--- config.mk ---
export PLATFORM = sky130hd
export DESIGN_NAME = serial_subtractor
export DESIGN_NICKNAME = d
export VERILOG_FILES = /design/src/rtl/serial_arith_pkg.sv /design/src/rtl/full_subtractor.sv /design/src/rtl/serial_subtractor.sv
export SDC_FILE = /design/constraint.sdc
export NUM_CORES = 1
export LEC_CHECK = 0
export BUFFER_PORTS_ARGS = -buffer_cell sky130_fd_sc_hd__buf_2
export CAP_MARGIN = 20
export CORE_ASPECT_RATIO = 1.2
export CORE_MARGIN = 2
export CORE_UTILIZATION = 40
export DETAILED_ROUTE_END_ITERATION = 16
export SLEW_MARGIN = 15
export SYNTH_ARGS = -nofsm -noshare
export SYNTH_HDL_FRONTEND = slang
export SYNTH_HIERARCHICAL = 1
export SYNTH_SLANG_ARGS = --single-unit
--- constraint.sdc ---
create_clock -name clk -period 2 [get_ports clk]
set_input_delay 0.2 -clock clk [delete_from_list [all_inputs] [get_ports clk]]
set_output_delay 0.2 -clock clk [all_outputs]
set_load 0.05 [all_outputs]
--- src/rtl/serial_arith_pkg.sv ---
`default_nettype none
// ============================================================================
//  Module      : serial_arith_pkg
//  Description : Shared types, sizing helper and reset constants for the
//                bit-serial arithmetic units.
//  Revision    : 1.0 - initial release
// ============================================================================
package serial_arith_pkg;

    // Sequencer states shared by the serial arithmetic units.
    typedef enum logic [1:0] {
        IDLE  = 2'd0,
        SHIFT = 2'd1,
        DONE  = 2'd2
    } state_e;

    // Bit-counter width for a given operand width (never narrower than 1).
    function automatic int cnt_w(input int width);
        return (width < 2) ? 1 : $clog2(width);
    endfunction

    // Reset values.
    localparam state_e c_rst_state = IDLE;
    localparam logic   c_rst_bit   = 1'b0;

endpackage : serial_arith_pkg
`default_nettype wire

--- src/rtl/full_subtractor.sv ---
`default_nettype none
// ============================================================================
//  Module      : full_subtractor
//  Description : Combinational one-bit full subtractor, x - y - bin.
//  Revision    : 1.0 - initial release
// ============================================================================
module full_subtractor (
    input  logic x,
    input  logic y,
    input  logic bin,
    output logic diff,
    output logic bout
);

    assign diff = x ^ y ^ bin;
    // A borrow is needed when the subtrahend plus incoming borrow exceeds x.
    assign bout = (~x & y) | (~x & bin) | (y & bin);

endmodule : full_subtractor
`default_nettype wire

--- src/rtl/serial_subtractor.sv ---
`default_nettype none
// ============================================================================
//  Module      : serial_subtractor
//  Description : Bit-serial WIDTH-bit subtractor (diff = a - b), LSB first,
//                one full-subtractor cell time-shared under a small FSM with
//                a start/ready/done handshake.
//  Revision    : 1.0 - initial release
// ============================================================================
module serial_subtractor
    import serial_arith_pkg::*;
#(
    parameter int WIDTH = 8
) (
    input  logic             clk,
    input  logic             rst_n,
    input  logic             start,
    input  logic [WIDTH-1:0] a,
    input  logic [WIDTH-1:0] b,
    output logic             ready,
    output logic             busy,
    output logic             done,
    output logic [WIDTH-1:0] diff,
    output logic             borrow_out,
    output logic             overflow
);

    localparam int                 c_cnt_w    = cnt_w(WIDTH);
    localparam logic [c_cnt_w-1:0] c_cnt_last = c_cnt_w'(WIDTH - 1);
    localparam logic [c_cnt_w-1:0] c_cnt_one  = c_cnt_w'(1);

    state_e             r_state;
    state_e             w_state_nxt;
    logic [WIDTH-1:0]   r_a_sr;
    logic [WIDTH-1:0]   r_b_sr;
    logic [WIDTH-1:0]   r_res_sr;
    logic               r_borrow;
    logic [c_cnt_w-1:0] r_cnt;
    logic               r_a_msb;
    logic               r_b_msb;
    logic [WIDTH-1:0]   r_diff;
    logic               r_borrow_out;
    logic               r_overflow;

    logic               w_d;
    logic               w_bout;
    logic               w_accept;
    logic               w_last;

    // The single arithmetic cell, fed from the LSBs of the operand registers.
    full_subtractor u_cell (
        .x    (r_a_sr[0]),
        .y    (r_b_sr[0]),
        .bin  (r_borrow),
        .diff (w_d),
        .bout (w_bout)
    );

    assign w_accept = (r_state == IDLE) && start;
    assign w_last   = (r_state == SHIFT) && (r_cnt == c_cnt_last);

    // State register.
    always_ff @(posedge clk or negedge rst_n) begin
        if (!rst_n) begin
            r_state <= c_rst_state;
        end else begin
            r_state <= w_state_nxt;
        end
    end

    // Next-state logic: start is only honoured in IDLE.
    always_comb begin
        w_state_nxt = r_state;
        case (r_state)
            IDLE:    if (start)  w_state_nxt = SHIFT;
            SHIFT:   if (w_last) w_state_nxt = DONE;
            DONE:    w_state_nxt = IDLE;
            default: w_state_nxt = IDLE;
        endcase
    end

    // Datapath: load on accept, shift one bit per SHIFT cycle, publish on the last.
    always_ff @(posedge clk or negedge rst_n) begin
        if (!rst_n) begin
            r_a_sr       <= '0;
            r_b_sr       <= '0;
            r_res_sr     <= '0;
            r_borrow     <= c_rst_bit;
            r_cnt        <= '0;
            r_a_msb      <= c_rst_bit;
            r_b_msb      <= c_rst_bit;
            r_diff       <= '0;
            r_borrow_out <= c_rst_bit;
            r_overflow   <= c_rst_bit;
        end else if (w_accept) begin
            r_a_sr   <= a;
            r_b_sr   <= b;
            r_borrow <= 1'b0;
            r_cnt    <= '0;
            r_a_msb  <= a[WIDTH-1];
            r_b_msb  <= b[WIDTH-1];
        end else if (r_state == SHIFT) begin
            r_a_sr   <= r_a_sr >> 1;
            r_b_sr   <= r_b_sr >> 1;
            r_res_sr <= {w_d, r_res_sr[WIDTH-1:1]};
            r_borrow <= w_bout;
            r_cnt    <= r_cnt + c_cnt_one;
            if (w_last) begin
                // The bit computed this cycle is the result MSB.
                r_diff       <= {w_d, r_res_sr[WIDTH-1:1]};
                r_borrow_out <= w_bout;
                r_overflow   <= (r_a_msb != r_b_msb) && (w_d != r_a_msb);
            end
        end
    end

    assign ready      = (r_state == IDLE);
    assign busy       = (r_state == SHIFT);
    assign done       = (r_state == DONE);
    assign diff       = r_diff;
    assign borrow_out = r_borrow_out;
    assign overflow   = r_overflow;

endmodule : serial_subtractor
`default_nettype wire

* After elaboration in Yosys (flattened, before gate mapping)
Cells that the tools add are included.
** Storage, ports and cells
- Bits in registers :: 42
- Latch bits :: 0
- RAM bits :: 0
- Bits in read-only memories :: 0
- Input bits :: 19
- Logic and storage cells :: 47
- Memories :: 0
** Cells by class
- Add/sub/neg operators :: 1
- $mul :: 0
- Divide/modulo/power cells :: 0
- Order comparisons :: 0
- Equality and inequality tests :: 7
- Shift operators :: 0
- Multiplexer cells :: 11
- Bitwise logic cells :: 9
- Reduce and logical (&&, ||, !) cells :: 8
** Operator list (number)
- 8-bit 2-to-1 mux :: 4
- 3-bit 2-to-1 mux :: 2
- 2-bit 2-to-1 mux :: 2
- 2-bit one-hot mux with 2 select lines :: 1
- 2-bit AND reduction :: 2
- 3-bit by 1-bit adder with 3-bit output, second input constant :: 1
- 1-bit AND :: 3
- 3-bit == test, second input constant :: 1
- 1-bit logical AND :: 3
- 3-bit AND reduction :: 1
- 2-bit by 1-bit == test with 1-bit output, second input constant :: 1
- 2-bit == test, second input constant :: 1
- 2-bit logical NOT :: 1
- 1-bit 2-to-1 mux :: 2
- 1-bit inequality test :: 2
- 2-bit by 1-bit inequality test with 1-bit output, second input constant :: 1
- 2-bit inequality test, second input constant :: 1
- 1-bit inverter :: 2
- 1-bit bitwise OR :: 2
- 2-bit nonzero test :: 1
- 1-bit bitwise XOR :: 2

* Logic depth before layout (Yosys ltp)
Gate-level depths: netlist (run 1).
- Word-level depth :: 6
- Mapped depth :: 6
- Gate-level depth less buffers :: 6

* Cells and area by module
Netlist (run 1), hierarchy kept.
** Modules (own cells, without submodules)
- serial_subtractor :: times used 1, cells an instance 172, area each 1707.9 µm²
- full_subtractor :: times used 1, cells an instance 3, area each 27.5 µm²

* Worst setup path before layout (run 1)
No wires, ideal clock.
- Path type :: register -> register
- Start point :: register r_state[1]
- End point :: register r_borrow
- Library setup time :: 0.067 ns
- Arrival :: 1.470 ns
- Path slack :: 0.464 ns
- Stages on the path, launching flop included :: 6
- Cell sequence :: dfrtp_1 nand2b_1 inv_2 clkbuf_1 nand2_1 nand2_1
** RTL lines
- from (decl) :: line serial_subtractor.sv:31 : state_e r_state;
- from (signal assigned) :: line serial_subtractor.sv:64 : r_state <= c_rst_state;
- from (signal assigned) :: line serial_subtractor.sv:66 : r_state <= w_state_nxt;
- 2-bit by 1-bit == test with 1-bit output
- net busy :: line serial_subtractor.sv:20 : output logic busy,
- 2-bit nonzero test (no line)
- to (signal assigned) :: line serial_subtractor.sv:87 : r_borrow <= c_rst_bit;
- to (signal assigned) :: line serial_subtractor.sv:105 : r_borrow <= w_bout;
- to (decl) :: line serial_subtractor.sv:36 : logic r_borrow;
The timed path passes the listed nets, and every way through them passes these cells.
A chain may end at the register's enable or synchronous reset.

* Worst setup path after layout (run 1)
- Start point :: register r_state[1]
- End point :: output busy
** On the way
- Longest elaborated chain between the ends :: 1
** RTL lines
- 2-bit by 1-bit == test with 1-bit output :: line serial_subtractor.sv:117 : assign busy = (r_state == SHIFT);
- to (decl) :: line serial_subtractor.sv:20
Every way passes these cells.

==> run_results.csv, run 1 <==
group,metric,value,unit
global_routing,grt_max_degree,36,
finish,layout_common_cells,"nand2_1 (62), dfrtp_1 (41), buf_2 (31), nor2_1 (13), a31oi_1 (12)",
logic_synthesis,syn_inst,175,
sta,final.setup_skew,0.00431,ns
critical_path,crit_type,"reg -> out",
drt,vias,1266,
worst_hold_path,hold_path_end,"r_b_msb",
drt,wl_per_cell,12.1,um
floorplanning,dieWidth,64.1,um
clock_tree,numClockSinks,41,
sta,worst_slack,0.285,ns
place,dpl_cell_area,0.00194,mm^2
global_routing,grt_first_pass_wirelength,5360,um
worst_hold_path,holdPathStages,3,
clock_tree,cts_tree,"yes",
sta,max-slew-margin-rel,0.661,
logic_synthesis,ys_warn_count,6,
critical_path,rr_worst_depth,5,
place,pre_cts_ws,0.472,ns
drt,drt-initial-drc-count,42,
outcome,status,"finished clean",
clock_tree,clk_latency,0.29,ns
floorplanning,initial_core_util,0.410,
floorplanning,die-area,0.00488,mm^2
sta,post-route-period-util,0.857,
power_and_ir_drop,p_int,2.00,mW
finish,nets,231,
sta,setup_viol,0,
drt,wl,3200,um
global_routing,grt_usage,0.142,
power_and_ir_drop,fin_total_pwr,3.54,mW
global_routing,grt_overflow,0,
clock_tree,cts_root_buffer,"clkbuf_8",
clock_tree,cts_buffers,5,
logic_synthesis,synth_seq_cells,41,
logic_synthesis,synth_fp_nets,197,
sta,finalHoldViolCount,0,
logic_synthesis,netlist_area,0.00174,mm^2
floorplanning,core,0.00423,mm^2
global_routing,antenna_found_initial,0,
finish,final_area,0.00204,mm^2
clock_tree,post_cts_buffers,0,
power_and_ir_drop,peakVddDrop,0.000781,V
finish,post-route-util,0.483,
clock_tree,cts_buffer_depth,2,
critical_path,critPathMaxFanout,18,
finish,layout_commonest_cell,"nand2_1",
place,portBuffers,31,
place,gp_congestion,0.666,
power_and_ir_drop,combPwrFrac,0.440,
sta,tightest_slew,0.509,ns
drt,drc,0,
power_and_ir_drop,pwr-share-seq,0.407,
clock_tree,htreeDepth,2,
drt,vias_per_cell,4.78,
worst_hold_path,min-delay-start,"b[7]",
sta,rsz0062_at_grt,"false",
place,hpwl,2150,um
sta,period_minus_slack,1.71,ns
logic_synthesis,yosysSeqAreaShare,0.591,
run,maxCapViolCount,0,
critical_path,arrival,1.51,ns
power_and_ir_drop,power.share.switching,0.434,
power_and_ir_drop,power.switching,1.54,mW
global_routing,grt_pass1_vias,1132,
critical_path,crit_required,1.80,ns
power_and_ir_drop,cellPowerDensity,1730,mW/mm^2
logic_synthesis,synth.distinct_cells,22,
floorplanning,rows,26,
sta,finalSetupTns,0,ns
power_and_ir_drop,power_frac_clock,0.152,
clock_tree,path_clk_slew,0.07,ns
critical_path,crit_path_end_kind,"output port",
finish,area_delta_synth_final,17.6,%
critical_path,cp-startpoint,"r_state[1]",
critical_path,worstReg2RegEnd,"borrow_out",
power_and_ir_drop,p_leak,1.05,nW
finish,layout-drive-gt1-share,0.249,
worst_hold_path,hold_path_class,"in -> reg",
logic_synthesis,avgSynthCellArea,9.92,um^2
floorplanning,die_height,76.2,um
sta,drv_slew,0,
sta,fmax,583,MHz
finish,n_antenna_cell,0,
critical_path,reg2reg_from,"r_cnt[0]",
critical_path,rrSetupSlack,0.46,ns
drt,drtAntennaViolNets,0,
critical_path,start_kind,"flip-flop",
floorplanning,io_pins,32,
drt,dr.pass1.iters,4,
power by group through the flow:
| stage | Sequential [mW] | Clock [mW] | Combinational (mW) |
|---|---|---|---|
| floorplan | 1.71 | 0 | 0.962 |
| global placement | 1.46 | 0 | 1.57 |
| detailed placement | 1.46 | 0 | 1.59 |
| CTS | 1.45 | 0.553 | 1.60 |
| global route | 1.50 | 0.585 | 1.74 |
| finish | 1.44 | 0.539 | 1.56 |
worst max-delay path, stage by stage (launching register included):
cell and delay, ns:
dfrtp_1 0.43, nand2b_1 0.19, inv_2 0.27, buf_2 0.33
stage by stage:
stage	std cells	hold WS [ns]
global placement	257	0.202
detailed placement	257	0.207
global route	265	0.140
floorplan	175	-0.0956
finish	265	0.136
CTS	265	0.133
cell type report:
type / count / area [um^2]
timing repair buffer: 37 / 215
tap: 56 / 70.1
clock buffer: 7 / 86.3
inverter: 4 / 15.0
fill: 417 / 2190
sequential: 41 / 1030
multi-input combinational: 120 / 628
synthesized netlist by cell type:
cell type / count / area, um^2
a21oi_1: 1 / 5.00
a22oi_1: 2 / 15.0
a31oi_1: 12 / 75.1
buf_2: 5 / 25.0
buf_6: 3 / 33.8
clkbuf_1: 2 / 7.51
dfrtp_1: 41 / 1030
fa_1: 1 / 20.0
ha_1: 2 / 25.0
inv_1: 3 / 11.3
inv_2: 1 / 3.75
mux2_2: 9 / 101
nand2_1: 62 / 233
nand2b_1: 1 / 6.26
nand3_1: 8 / 40.0
nand3b_1: 1 / 7.51
nor2_1: 13 / 48.8
nor2b_1: 2 / 12.5
nor3b_1: 2 / 15.0
o21ai_0: 2 / 10.0
o21ai_1: 1 / 5.00
or3b_1: 1 / 8.76
state kept, by name, indices dropped and copies added (netlist names):
signal      count
r_a_sr          8
overflow        1
r_b_sr          8
r_res_sr        7
diff            8
borrow_out      1
r_cnt           3
r_state         2
r_b_msb         1
r_a_msb         1
r_borrow        1
logic make-up after synthesis:
logic type	after synthesis	share of synthesized area
flip-flops	41	0.591
adder cells (fa/ha/maj)	3	0.0260
AND/OR/NAND/NOR	90	0.214
buffers and inverters	14	0.0469
AO/OA/AOI/OAI	18	0.0634
multiplexers	9	0.0584
what timing repair did:
| item | in CTS | in global routing |
|---|---|---|
| endpoints found under the hold margin | 21 | 0 |
| resized for setup | 0 | 0 |
| hold buffers | 1 | 0 |
metal layers:
layer  vias up  GRT usage  share of wire  wire length (um)
met4         0     0.0574          0.018                58
li1        638          -              -                 -
met3         6     0.0487          0.056               180
met5         -          0              0                 0
met2        35      0.200           0.43              1380
met1       587      0.200           0.49              1580
worst max path at each step:
stage,depth (start not counted),end,slack [ns]
2_1_floorplan,5,r_borrow,0.46
3_3_place_gp,5,diff[5],0.50
3_5_place_dp,5,diff[6],0.47
4_1_cts,3,busy,0.26
5_1_grt,3,busy,0.20
6_report,3,busy,0.29
Power figures use the tool's default switching activity.
==> run 2, diff against run 1 <==
--- a/config.mk
+++ b/config.mk
@@ -5,6 +5,7 @@
 export SDC_FILE = /design/constraint.sdc
 export NUM_CORES = 1
 export LEC_CHECK = 0
+export ABC_AREA = 1
 export BUFFER_PORTS_ARGS = -buffer_cell sky130_fd_sc_hd__buf_2
 export CAP_MARGIN = 20
 export CORE_ASPECT_RATIO = 1.2
==> run_results.csv, run 2 <==
group,metric,value,unit
outcome,status,"finished clean",
critical_path,max_stage_delay,0.50,ns
critical_path,worstReg2RegEnd,"r_a_sr[1]",
drt,wl,3530,um
critical_path,reg2reg_from,"r_state[0]",
floorplanning,dieWidth,67.3,um
critical_path,crit_type,"reg -> out",
clock_tree,post_cts_buffers,0,
drt,drtAntennaViolNets,0,
logic_synthesis,yosysSeqAreaShare,0.534,
floorplanning,initial_core_util,0.418,
global_routing,grt_usage,0.153,
sta,drv_slew,0,
global_routing,grt_first_pass_wirelength,6290,um
finish,area_delta_synth_final,14.3,%
finish,layout-drive-gt1-share,0.224,
global_routing,grt_pass1_vias,1393,
logic_synthesis,syn_inst,218,
critical_path,rr_worst_depth,5,
sta,finalSetupTns,0,ns
sta,fmax,578,MHz
drt,dr.pass1.iters,4,
logic_synthesis,synth_top_flop_cell,"dfrtp_1",
finish,nets,272,
critical_path,crit_required,1.80,ns
power_and_ir_drop,peakVddDrop,0.000503,V
global_routing,antenna_found_initial,0,
power_and_ir_drop,cellPowerDensity,1630,mW/mm^2
sta,setup_viol,0,
place,gp_congestion,0.766,
clock_tree,clk_latency,0.29,ns
logic_synthesis,synth_area_leader_cell,"dfrtp_1",
logic_synthesis,synth.distinct_cells,19,
finish,layout_commonest_cell,"nand2_1",
clock_tree,htreeDepth,2,
drt,drt-initial-drc-count,65,
clock_tree,cts_root_buffer,"clkbuf_8",
worst_hold_path,hold_path_end,"r_a_msb",
critical_path,crit_path_end_kind,"output port",
sta,post-route-period-util,0.866,
logic_synthesis,yosysMostFrequentCell,"nand2_1",
worst_hold_path,hold_path_class,"in -> reg",
logic_synthesis,synth_seq_cells,41,
global_routing,grt_max_degree,42,
logic_synthesis,synth_edf_count,0,
critical_path,critPathMaxFanout,16,
clock_tree,cts_tree,"yes",
floorplanning,die_height,79.9,um
floorplanning,die-area,0.00538,mm^2
place,hpwl,2390,um
critical_path,start_kind,"flip-flop",
critical_path,rrSetupSlack,0.58,ns
drt,drc,0,
sta,tightest_slew,0.512,ns
sta,final.setup_skew,0.00258,ns
clock_tree,path_clk_slew,0.07,ns
floorplanning,core,0.00459,mm^2
sta,finalHoldViolCount,0,
sta,hold_ws,0.178,ns
critical_path,arrival,1.53,ns
logic_synthesis,avgSynthCellArea,8.82,um^2
clock_tree,numClockSinks,41,
clock_tree,cts_buffer_depth,2,
power_and_ir_drop,p_leak,1.18,nW
place,portBuffers,31,
floorplanning,io_pins,32,
drt,vias,1454,
finish,n_antenna_cell,0,
critical_path,crit_slowest_cell,"dfrtp_1",
critical_path,crit_chain,"nor2_4 > buf_2",
logic_synthesis,async_flop_share,1.00,
finish,post-route-util,0.478,
global_routing,grt_overflow,0,
logic_synthesis,yosys.area.top_type_share,0.534,
place,pre_cts_ws,0.569,ns
sta,rsz0062_at_grt,"false",
drt,wl_per_cell,11.5,um
sta,max-slew-margin-rel,0.659,
logic_synthesis,synth_fp_nets,240,
worst_hold_path,min-delay-start,"a[7]",
finish,layout_common_cells,"nand2_1 (86), dfrtp_1 (41), buf_2 (31), nand3_1 (18), inv_1 (15)",
logic_synthesis,netlist_area,0.00192,mm^2
worst_hold_path,holdPathStages,3,
drt,vias_per_cell,4.72,
sta,worst_slack,0.268,ns
logic_synthesis,ys_top_cells_by_area,"dfrtp_1 (53%), nand2_1 (17%), nand3_1 (4.7%)",
logic_synthesis,synth_top_cells_by_count,"nand2_1 (86), dfrtp_1 (41), nand3_1 (18)",
floorplanning,rows,27,
logic_synthesis,ys_warn_count,6,
clock_tree,cts_buffers,5,
sta,period_minus_slack,1.73,ns
run,maxCapViolCount,0,
run 2: stage by stage:
step                power (mW)  area (um^2)  instances
finish                    3.59         2200        308
global route              3.95         2200        308
CTS                       3.64         2200        308
detailed placement        3.09         2100        300
global placement          3.06         2100        300
floorplan                 2.76         1920        218
run 2: kinds of logic (layout without fill, tap and decap cells):
logic type	after synthesis	after routing	share of synthesized area
AO/OA/AOI/OAI	23	23	0.0755
adder cells (fa/ha/maj)	3	3	0.0234
buffers and inverters	28	60	0.0749
flip-flops	41	41	0.534
AND/OR/NAND/NOR	123	123	0.292
run 2: timing repair:
| item | in CTS | in global routing |
|---|---|---|
| endpoints found under the hold margin | 41 | 0 |
| hold buffers | 1 | 0 |
| gates resized for setup | 0 | 0 |
run 2: worst max path at each step:
stage	from	to	slack [ns]	cells past startpoint
floorplan	r_state[1]	done	0.45	3
global placement	r_state[0]	ready	0.58	2
detailed placement	r_state[0]	ready	0.57	2
CTS	r_state[0]	ready	0.24	2
global route	r_state[0]	ready	0.16	2
finish	r_state[0]	ready	0.27	2
run 2: layer usage:
| metal | vias up | global-route usage | share of wire |
|---|---|---|---|
| met5 | - | 0 | 0 |
| met4 | 0 | 0.0429 | 0.013 |
| met3 | 4 | 0.0423 | 0.040 |
| met1 | 674 | 0.201 | 0.49 |
| met2 | 28 | 0.247 | 0.46 |
| li1 | 748 | - | - |
run 2: power breakdown:
part | switching (mW) | internal (mW) | leakage, nW | total (mW)
logic | 1.13 | 0.496 | 0.614 | 1.63
registers | 0.221 | 1.20 | 0.519 | 1.42
clock network | 0.263 | 0.274 | 0.0443 | 0.537
total | 1.62 | 1.97 | 1.18 | 3.59
run 2: area by class of cell:
cell class,count,area [um^2]
timing repair buffer,36,195
multi-input combinational,149,752
tap,58,72.6
fill,501,2400
sequential,41,1030
inverter,17,63.8
clock buffer,7,86.3
run 2: critical path, delay by kind of cell, from the launching register on:
family,cells,cell delay [ns]
flip-flops,1,0.50
AND/OR/NAND/NOR,1,0.39
buffers and inverters,1,0.34
